**config.mk**
```make
export PLATFORM = sky130hd
export DESIGN_NAME = mem_copy_engine_flat
export DESIGN_NICKNAME = d
export VERILOG_FILES = /design/src/rtl/mem_copy_if.sv /design/src/rtl/mem_copy_engine.sv /design/src/flat_wrapper.sv
export SDC_FILE = /design/constraint.sdc
export NUM_CORES = 1
export LEC_CHECK = 0
export CAP_MARGIN = 10
export CORE_MARGIN = 2
export CORE_UTILIZATION = 47
export CTS_BUF_LIST = sky130_fd_sc_hd__clkbuf_16
export CTS_CLUSTER_DIAMETER = 30
export DETAILED_ROUTE_END_ITERATION = 8
export PLACE_DENSITY = 0.77
export SLEW_MARGIN = 20
export SYNTH_ARGS = -nofsm -noshare
export SYNTH_HDL_FRONTEND = slang
export SYNTH_SLANG_ARGS = --single-unit
```
**constraint.sdc**
```tcl
create_clock -name clk -period 2.33 [get_ports clk]
set_input_delay 0.699 -clock clk [delete_from_list [all_inputs] [get_ports clk]]
set_output_delay 0.699 -clock clk [all_outputs]
set_load 0.01 [all_outputs]
```
**src/rtl/mem_copy_if.sv**
```systemverilog
// mem_copy_if: CPU programming signals plus RAM port-B bus for the copy engine.
interface mem_copy_if #(parameter int WIDTH = 16);
    logic             start;
    logic             mode;
    logic [WIDTH-1:0] src_addr;
    logic [WIDTH-1:0] dst_addr;
    logic [WIDTH-1:0] len;
    logic [WIDTH-1:0] fill_val;
    logic [WIDTH-1:0] q_b;
    logic             we_b;
    logic [WIDTH-1:0] addr_b;
    logic [WIDTH-1:0] data_b;
    logic             busy;
    logic             done;

    modport master (
        output start, mode, src_addr, dst_addr, len, fill_val, q_b,
        input  we_b, addr_b, data_b, busy, done
    );

    modport slave (
        input  start, mode, src_addr, dst_addr, len, fill_val, q_b,
        output we_b, addr_b, data_b, busy, done
    );
endinterface

```
**src/rtl/mem_copy_engine.sv**
```systemverilog
// mem_copy_engine: block copy / block fill initiator on RAM port B.
module mem_copy_engine #(
    parameter int WIDTH = 16
) (
    input  logic       clk,
    input  logic       reset,
    mem_copy_if.slave  bus
);
    typedef enum logic [2:0] {IDLE, RD, WR, FILL, DONE} state_t;

    state_t           state_q, state_d;
    logic [WIDTH-1:0] src_q, src_d;
    logic [WIDTH-1:0] dst_q, dst_d;
    logic [WIDTH-1:0] cnt_q, cnt_d;
    logic [WIDTH-1:0] fval_q, fval_d;

    always_comb begin
        state_d = state_q;
        src_d   = src_q;
        dst_d   = dst_q;
        cnt_d   = cnt_q;
        fval_d  = fval_q;
        case (state_q)
            IDLE: if (bus.start) begin
                src_d   = bus.src_addr;
                dst_d   = bus.dst_addr;
                cnt_d   = bus.len;
                fval_d  = bus.fill_val;
                state_d = (bus.len == '0) ? DONE : (bus.mode ? FILL : RD);
            end
            RD:   state_d = WR;
            WR: begin
                src_d   = src_q + WIDTH'(1);
                dst_d   = dst_q + WIDTH'(1);
                cnt_d   = cnt_q - WIDTH'(1);
                state_d = (cnt_q == WIDTH'(1)) ? DONE : RD;
            end
            FILL: begin
                dst_d   = dst_q + WIDTH'(1);
                cnt_d   = cnt_q - WIDTH'(1);
                state_d = (cnt_q == WIDTH'(1)) ? DONE : FILL;
            end
            default: state_d = IDLE;
        endcase
    end

    always_ff @(posedge clk) begin
        if (!reset) begin
            state_q <= IDLE;
            src_q   <= '0;
            dst_q   <= '0;
            cnt_q   <= '0;
            fval_q  <= '0;
        end else begin
            state_q <= state_d;
            src_q   <= src_d;
            dst_q   <= dst_d;
            cnt_q   <= cnt_d;
            fval_q  <= fval_d;
        end
    end

    // In WR the word fetched during RD arrives on q_b and is forwarded straight out.
    assign bus.we_b   = (state_q == WR) || (state_q == FILL);
    assign bus.addr_b = (state_q == RD) ? src_q : bus.we_b ? dst_q : '0;
    assign bus.data_b = (state_q == WR) ? bus.q_b : (state_q == FILL) ? fval_q : '0;
    assign bus.busy   = (state_q == RD) || bus.we_b;
    assign bus.done   = (state_q == DONE);
endmodule
```
**src/flat_wrapper.sv**
```systemverilog
// flat-port wrapper written by rule: the top's interface ports become plain ports
module mem_copy_engine_flat 
#(
    parameter int WIDTH = 16
)
  (clk, reset, bus_start, bus_mode, bus_src_addr, bus_dst_addr, bus_len, bus_fill_val, bus_q_b, bus_we_b, bus_addr_b, bus_data_b, bus_busy, bus_done);
  mem_copy_if #(.WIDTH(WIDTH)) bus_i ();
  input  logic clk;
  input  logic reset;
  input wire logic [$bits(bus_i.start)-1:0] bus_start;
  input wire logic [$bits(bus_i.mode)-1:0] bus_mode;
  input wire logic [$bits(bus_i.src_addr)-1:0] bus_src_addr;
  input wire logic [$bits(bus_i.dst_addr)-1:0] bus_dst_addr;
  input wire logic [$bits(bus_i.len)-1:0] bus_len;
  input wire logic [$bits(bus_i.fill_val)-1:0] bus_fill_val;
  input wire logic [$bits(bus_i.q_b)-1:0] bus_q_b;
  output wire logic [$bits(bus_i.we_b)-1:0] bus_we_b;
  output wire logic [$bits(bus_i.addr_b)-1:0] bus_addr_b;
  output wire logic [$bits(bus_i.data_b)-1:0] bus_data_b;
  output wire logic [$bits(bus_i.busy)-1:0] bus_busy;
  output wire logic [$bits(bus_i.done)-1:0] bus_done;
  assign bus_i.start = bus_start;
  assign bus_i.mode = bus_mode;
  assign bus_i.src_addr = bus_src_addr;
  assign bus_i.dst_addr = bus_dst_addr;
  assign bus_i.len = bus_len;
  assign bus_i.fill_val = bus_fill_val;
  assign bus_i.q_b = bus_q_b;
  assign bus_we_b = bus_i.we_b;
  assign bus_addr_b = bus_i.addr_b;
  assign bus_data_b = bus_i.data_b;
  assign bus_busy = bus_i.busy;
  assign bus_done = bus_i.done;
  mem_copy_engine #(.WIDTH(WIDTH)) u_core (.clk(clk), .reset(reset), .bus(bus_i));
endmodule
```
; ---- After elaboration in Yosys (flattened, before gate mapping)
; Index checks and enable logic that the tools add are counted.
[totals]
inputBits = 84
wordCells = 40
output_inout_bits = 35
ff_bits = 67
[op_classes]
n_eq_ne = 6
n_mux = 16
addsub = 3
reduce_logical = 10
[op_table]
columns = operator, count
row1 = 16-bit two-way mux, 7
row2 = 16-bit case mux with 2 select lines, 3
row3 = 16-bit by 1-bit adder with 16-bit output (second input constant), 2
row4 = 16-bit by 1-bit equality test with 1-bit output (second input constant), 1
row5 = 16-bit zero test, 1
row6 = 16-bit by 1-bit subtractor with 16-bit output (second input constant), 1
row7 = 3-bit two-way mux, 4
row8 = 3-bit case mux with 4 select lines, 1
row9 = 3-bit by 2-bit equality test with 1-bit output (second input constant), 2
row10 = 2-bit AND reduction, 3
row11 = 2-bit nonzero test, 2
row12 = 3-bit by 1-bit equality test with 1-bit output (second input constant), 1
row13 = 3-bit equality test (second input constant), 1
row14 = 3-bit zero test, 1
row15 = 1-bit logical OR, 2
row16 = 2-bit two-way mux, 1
row17 = 2-bit != test (second input constant), 1
row18 = 2-bit OR reduction, 1

; ---- Logic depth before layout (Yosys ltp)
; Gate-level depths: netlist (run 1).
[logic_depth]
depth_word = 4
ltp_mapped = 8
ltp_nobuf = 6

; ---- Worst setup path before layout (run 1)
; Ideal clock, no wire load.
[synth_path]
path_kind = register to output
from = reg u_core.state_q[1]
to = out bus_addr_b[10]
setup_slack_ns = 0.126
arrival_ns = 1.505
path_buffers = 2
path_stages_with_launch = 5
cell_sequence = dfxtp_1 > buf_2 > nor3b_1 > clkbuf_1 > a22o_1
[synth_via]
elab_chain_cells = 4
elab_cells_between_ends = 6
[synth_lines]
columns = element, line_no
row1 = start: declaration, mem_copy_engine.sv:11  ; state_t state_q, state_d;
row2 = start signal: assignment, mem_copy_engine.sv:55  ; state_q <= state_d;
row3 = 3-bit by 2-bit equality test with 1-bit output, mem_copy_engine.sv:64  ; assign bus.we_b = (state_q == WR) || (state_q == FILL);
row4 = 1-bit logical OR, mem_copy_engine.sv:64
row5 = 16-bit two-way mux, mem_copy_engine.sv:65  ; assign bus.addr_b = (state_q == RD) ? src_q : bus.we_b ? dst_q : '0;
row6 = 16-bit two-way mux *, mem_copy_engine.sv:65
row7 = end: declaration, flat_wrapper.sv:18  ; output wire logic [$bits(bus_i.addr_b)-1:0] bus_addr_b;
; Mark *: on every way between the ends. The rest lies on a longest branch, timed or not.

; ---- Worst setup path in the final report (run 1)
[layout_path]
from = reg u_core.state_q[1]
to = out bus_addr_b[6]
; Same word-level chain as after synthesis.

==> results of run 1 <==
[power by group through the flow]
stage	Combinational, mW	Sequential (mW)	Clock, mW
floorplan	0.551	1.37	0
global placement	0.934	1.40	0
detailed placement	0.953	1.41	0
CTS	0.967	1.39	1.29
global route	1.08	1.41	1.34
finish	0.985	1.40	1.28
[how the worst max path moves through the flow]
stage	from	end	slack (ns)	cells past startpoint
floorplan	u_core.state_q[1]	bus_addr_b[10]	0.13	4
global placement	bus_q_b[11]	bus_data_b[11]	-0.24	4
detailed placement	bus_start	u_core.dst_q[7]	-0.25	5
CTS	u_core.state_q[2]	bus_addr_b[2]	0.004	6
global route	u_core.state_q[1]	bus_addr_b[6]	-0.02	7
finish	u_core.state_q[1]	bus_addr_b[6]	0.02	7
[synth_stat cells, types with 8 or more instances]
master    count  area (um^2)
a22o_1       11         96.3
nand2_1      70          263
dfxtp_1      67         1340
nor2_1       38          143
o21ai_0      24          120
nor4_1        8         50.1
nor3_1       18         90.1
o211ai_1      9         67.6
mux2i_1      18          180
inv_1        10         37.5
nand4_1      10         62.6
clkbuf_1     16         60.1
buf_2        13         65.1
a21oi_1      42          210
a31oi_1      17          106
nand3_1      18         90.1
or3_1         8         50.1
[sequential cells by signal, indices dropped and copies added, names as in the netlist]
signal          count
u_core.dst_q       16
u_core.src_q       16
u_core.fval_q      16
u_core.cnt_q       16
u_core.state_q      3
[through the flow]
| stage | util | setup slack [ns] |
|---|---|---|
| final | 0.713 | 0.0170 |
| after global routing | 0.713 | -0.0215 |
| after CTS | 0.715 | 0.00391 |
| after detailed placement | 0.672 | -0.254 |
| after global placement | 0.672 | -0.239 |
| after floorplan | - | 0.126 |
[layout by cell type, fill, tap and decap left out, types with 9 or more instances in the layout]
cell             Yosys  final
clkdlybuf4s50_1      0     84
nand2_1             70     69
dfxtp_1             67     65
a21oi_1             42     42
nor2_1              38     38
buf_4                0     35
o21ai_0             24     23
mux2i_1             18     18
nor3_1              18     18
nand3_1             18     18
dlygate4sd2_1        0     18
a31oi_1             17     17
inv_1               10     11
a22o_1              11     11
nand4_1             10     10
o211ai_1             9      9
clkbuf_16            0      9
[critical path, cell delays in order, from the launching register on]
cell and delay, ns:
dfxtp_4 0.36, nor3b_4 0.23, buf_6 0.14, buf_6 0.11, buf_6 0.10, buf_4 0.10
a22o_1 0.12, buf_2 0.13
[per-layer routing]
layer	wire (um)	vias up	part of all wire
met4	244	0	0.020
li1	-	2118	-
met2	5950	232	0.48
met5	0	-	0
met1	5190	2098	0.42
met3	1030	22	0.083
[logic make-up after synthesis]
group	synth area share
AND/OR/NAND/NOR	0.268
buffers and inverters	0.0521
XOR/XNOR	0.00228
multiplexers	0.0498
AO/OA/AOI/OAI	0.266
flip-flops	0.349
adder cells (fa/ha/maj)	0.0130
[cell type report]
class                      count  area (um^2)
clock buffer                   9          225
clock inverter                 6         50.0
fill                         657         2240
inverter                      11         43.8
multi-input combinational    380         2340
sequential                    67         1350
tap                          102          128
timing repair buffer         159         1430
[repair_timing]
action / CTS / global route
gates resized for setup: 59 / 27
gates cloned: 1 / 0
endpoints found under the setup margin: 34 / 21
pin swaps: 1 / 1
buffers inserted: 6 / 1
==> out/metrics.csv, run 1 <==
stage;metric;value;unit
run_status;outcome;finished clean;
setup_path;Crit Path Category;flip-flop to primary output;
job;number of max-cap violations;0;
logic_synthesis;number of synthesized flops with an enable pin;0;
clock_network;TritonCTS buffer count;9;
timing;final hold viol count;0;
layout;layout cells sized above 1;0.138;
power_and_ir_drop;power per cell area;657;nW/um^2
clock_network;clock sink count;67;
placed_design;Placed Instance Area;5250;um^2
logic_synthesis;Synth cell types;65;
setup_path;worst reg-to-reg path cell count;6;
worst_hold_path;hold_sp;u_core.fval_q[1];
setup_path;R2R Setup Slk;0.21;ns
clock_network;hold buffers post-CTS;0;
layout;Layout area overhead;44.8;%
setup_path;arrival time worst endpoint;1.61;ns
power_and_ir_drop;IR drop worst, VDD;0.359;mV
route;Vias/cell;6.09;
placed_design;Placer Congestion;0.897;
timing;unrepaired setup endpoints after global routing;yes;
worst_hold_path;WHS Endpoint;u_core.fval_q[1];
logic_synthesis;ys flop type;dfxtp_1;
grt;grt ovf;0;
logic_synthesis;FF+latch count, synth;67;
timing;final setup fails;0;
placed_design;DP Wirelength;8.88;mm
power_and_ir_drop;sequential share of power;0.381;
clock_network;clock-pin slew on the worst setup and hold paths;0.05;ns
logic_synthesis;Synth Area per Inst;7.81;um^2
die;Initial Util;0.492;
setup_path;R2R Path End;u_core.dst_q[8];
grt;GR Layer Usage met3;0.0535;
grt;largest net degree at the start of global routing;29;
timing;fin crit period;2.31;ns
grt;first-pass GRT wire length;20.4;mm
die;Die Area;8920;um^2
logic_synthesis;Yosys warning count;0;
power_and_ir_drop;net switching power;1.10;mW
timing;Fin Setup TNS;0;ns
clock_network;Clock Tree Buf Depth;2;
route;WL final;12.4;mm
die;Die X;94.4;um
timing;Pins Over Slew Limit;0;
worst_hold_path;worst min path class;flip-flop to flip-flop;
timing;worst slew pin tran;0.633;ns
grt;GR Util met1;0.353;
timing;worst relative slew slack;0.576;
clock_network;Clk Latency, worst-skew pair;0.33;ns
die;I/O pin count;119;
grt;initial antenna violation count;0;
grt;Top Usage Layer GRT;met2;
grt;vias in the first global route;4321;
power_and_ir_drop;Pint;2.56;mW
logic_synthesis;Async SR Flop Fraction;0;
setup_path;worst reg2reg startpoint;u_core.dst_q[0];
route;via count;4470;
layout;antenna cell count;0;
placed_design;Inst Count DP;711;
layout;nets@finish;716;
timing;hold_ws;0.463;ns
clock_network;clock root cell;clkbuf_16;
route;DR iter-0 viols;401;
route;DR WL/cell;16.9;um
timing;f_max;432;MHz
power_and_ir_drop;final total power;3.66;mW
power_and_ir_drop;Logic pwr share;0.269;
layout;Final Non-Filler Cells;734;
die;row cnt;32;
route;antenna violation net count after detailed routing;0;
logic_synthesis;Syn Nets;580;
setup_path;CP max FO;6;
die;die height;94.4;um
clock_network;CTS tree;yes;
placed_design;port buffer count;118;
power_and_ir_drop;Leakage;2.14;nW
grt;GRT Total Usage;0.287;
power_and_ir_drop;Clock power frac;0.349;
logic_synthesis;Mapped Area;3840;um^2
setup_path;worst path required time;1.63;ns
worst_hold_path;Hold Crit Depth;2;
logic_synthesis;sequential element share of the synthesized area;0.349;
route;DR pass1 iterations;5;
power_and_ir_drop;switching share of power;0.301;
route;drc violations;0;
timing;Post-Route Skew;0.00730;ns
timing;fin crit share;0.993;
layout;fin area;5570;um^2
die;core box area;7810;um^2
grt;M2 GR Usage;0.492;
clock_network;H-Tree Depth;3;
setup_path;Critical Path Source Type;flip-flop;
setup_path;crit end category;primary output;
logic_synthesis;gate count of the mapped netlist;492;
Power figures use the tool's default switching activity.
==> inputs of run 2 (changes only) <==
SETUP_SLACK_MARGIN = 0.02   (was not set)
==> run 2 against run 1 <==
Die area is the same. Clock skew is essentially flat. Power shrank 0.21%. Sequential share of layout area rose by 0.077 points. Largest power group unchanged. Clock power about the same.
==> out/metrics.csv, run 2 (synthesized netlist as in run 1, its figures left out) <==
stage;metric;value;unit
route;DR pass1 iterations;6;
layout;Layout area overhead;44.5;%
timing;hold_ws;0.463;ns
placed_design;Placed Instance Area;5250;um^2
clock_network;H-Tree Depth;3;
timing;Pins Over Slew Limit;0;
power_and_ir_drop;Leakage;2.12;nW
setup_path;Cell Chain, Critical Path;nand2b_4 > buf_4 > o21ai_0 > dlygate4sd2_1;
grt;first-pass GRT wire length;20.4;mm
timing;worst slew pin tran;0.639;ns
clock_network;Clock Tree Buf Depth;2;
timing;final hold viol count;0;
run_status;outcome;finished clean;
timing;fin crit period;2.28;ns
layout;most frequent cells in the layout;84 x clkdlybuf4s50_1, 70 x nand2_1, 64 x dfxtp_1, 42 x a21oi_1, 38 x nor2_1;
power_and_ir_drop;power per cell area;657;nW/um^2
worst_hold_path;worst min path class;flip-flop to flip-flop;
route;antenna violation net count after detailed routing;0;
grt;initial antenna violation count;0;
power_and_ir_drop;IR drop worst, VDD;0.361;mV
clock_network;hold buffers post-CTS;0;
timing;final setup fails;0;
setup_path;Critical Path Source Type;flip-flop;
grt;grt ovf;0;
die;Initial Util;0.492;
setup_path;Slowest cell on crit path;dfxtp_4;
layout;nets@finish;715;
clock_network;clock root cell;clkbuf_16;
grt;largest net degree at the start of global routing;29;
clock_network;TritonCTS buffer count;9;
setup_path;CP max FO;15;
die;row cnt;32;
setup_path;Crit Path Category;flip-flop to primary output;
route;WL final;12.4;mm
timing;worst relative slew slack;0.572;
route;via count;4438;
clock_network;clock-pin slew on the worst setup and hold paths;0.05;ns
job;number of max-cap violations;0;
placed_design;Placer Congestion;0.897;
placed_design;port buffer count;118;
timing;fin crit share;0.978;
clock_network;clock sink count;67;
die;Die Area;8920;um^2
layout;fin area;5560;um^2
timing;f_max;439;MHz
route;DR WL/cell;16.9;um
layout;commonest non-fill, non-tap cell in the layout;clkdlybuf4s50_1;
grt;vias in the first global route;4320;
layout;antenna cell count;0;
route;drc violations;0;
die;core box area;7810;um^2
setup_path;Crit path largest cell delay;0.36;ns
timing;unrepaired setup endpoints after global routing;no;
route;DR iter-0 viols;400;
setup_path;crit end category;primary output;
clock_network;CTS tree;yes;
layout;layout cells sized above 1;0.143;
route;Vias/cell;6.05;
clock_network;Clk Latency, worst-skew pair;0.33;ns
die;die height;94.4;um
setup_path;arrival time worst endpoint;1.58;ns
setup_path;worst path required time;1.63;ns
timing;Post-Route Skew;0.00687;ns
placed_design;DP Wirelength;8.88;mm
grt;GRT Total Usage;0.287;
die;Die X;94.4;um
die;I/O pin count;119;
## run 2: where the power goes
part / leakage, nW / switching, mW / internal, mW
Sequential: 0.553 / 0.135 / 1.26
Combinational: 1.42 / 0.488 / 0.490
Clock: 0.143 / 0.474 / 0.804
Total: 2.12 / 1.10 / 2.56
## run 2: per-layer routing
| layer | GRT usage | vias up | part of all wire |
|---|---|---|---|
| met4 | 0.118 | 0 | 0.022 |
| met2 | 0.492 | 215 | 0.48 |
| li1 | - | 2119 | - |
| met5 | 0 | - | 0 |
| met3 | 0.0535 | 27 | 0.082 |
| met1 | 0.353 | 2077 | 0.41 |
## run 2: final timing paths
kind	startpoint	endpoint	slack, ns	cells past startpoint
setup / recovery	u_core.state_q[2]	bus_addr_b[4]	0.05	4
hold / removal	u_core.fval_q[1]	u_core.fval_q[1]	0.46	2
setup reg to reg	u_core.dst_q[0]	u_core.dst_q[8]	0.23	6
hold reg to reg	u_core.fval_q[1]	u_core.fval_q[1]	0.46	2
## run 2: layout make-up
cell class                 instances  area, um^2
timing repair buffer             158        1420
inverter                          11        43.8
clock buffer                       9         225
fill                             653        2250
multi-input combinational        380        2340
sequential                        67        1350
clock inverter                     6        50.0
tap                              102         128
## run 2: critical path, delay by kind of cell (launching register included)
family	cells	cell delay [ns]
buffers and inverters	2	0.50
flip-flops	1	0.36
AO/OA/AOI/OAI	1	0.25
AND/OR/NAND/NOR	1	0.16
## run 2: stage by stage
stage	setup WS, ns	std cells	power [mW]	TNS (ns)	utilization
global route	0.0170	733	3.82	0	0.712
finish	0.0516	733	3.65	0	0.712
floorplan	0.126	492	1.92	0	-
global placement	-0.239	711	2.34	-10.02	0.672
detailed placement	-0.254	711	2.36	-11.03	0.672
CTS	0.0165	733	3.65	0	0.714
## run 2: repair_timing
action | in CTS | in global routing
setup buffers | 6 | 1
endpoints found under the setup margin | 34 | 28
pin swaps | 1 | 1
resized for setup | 65 | 31
cloned | 1 | 0
==> inputs of run 3 (changes only) <==
SLEW_MARGIN = not set   (was 20)
==> results of run 3 <==
Final layout, timing and power as in run 2 (identical DEF).
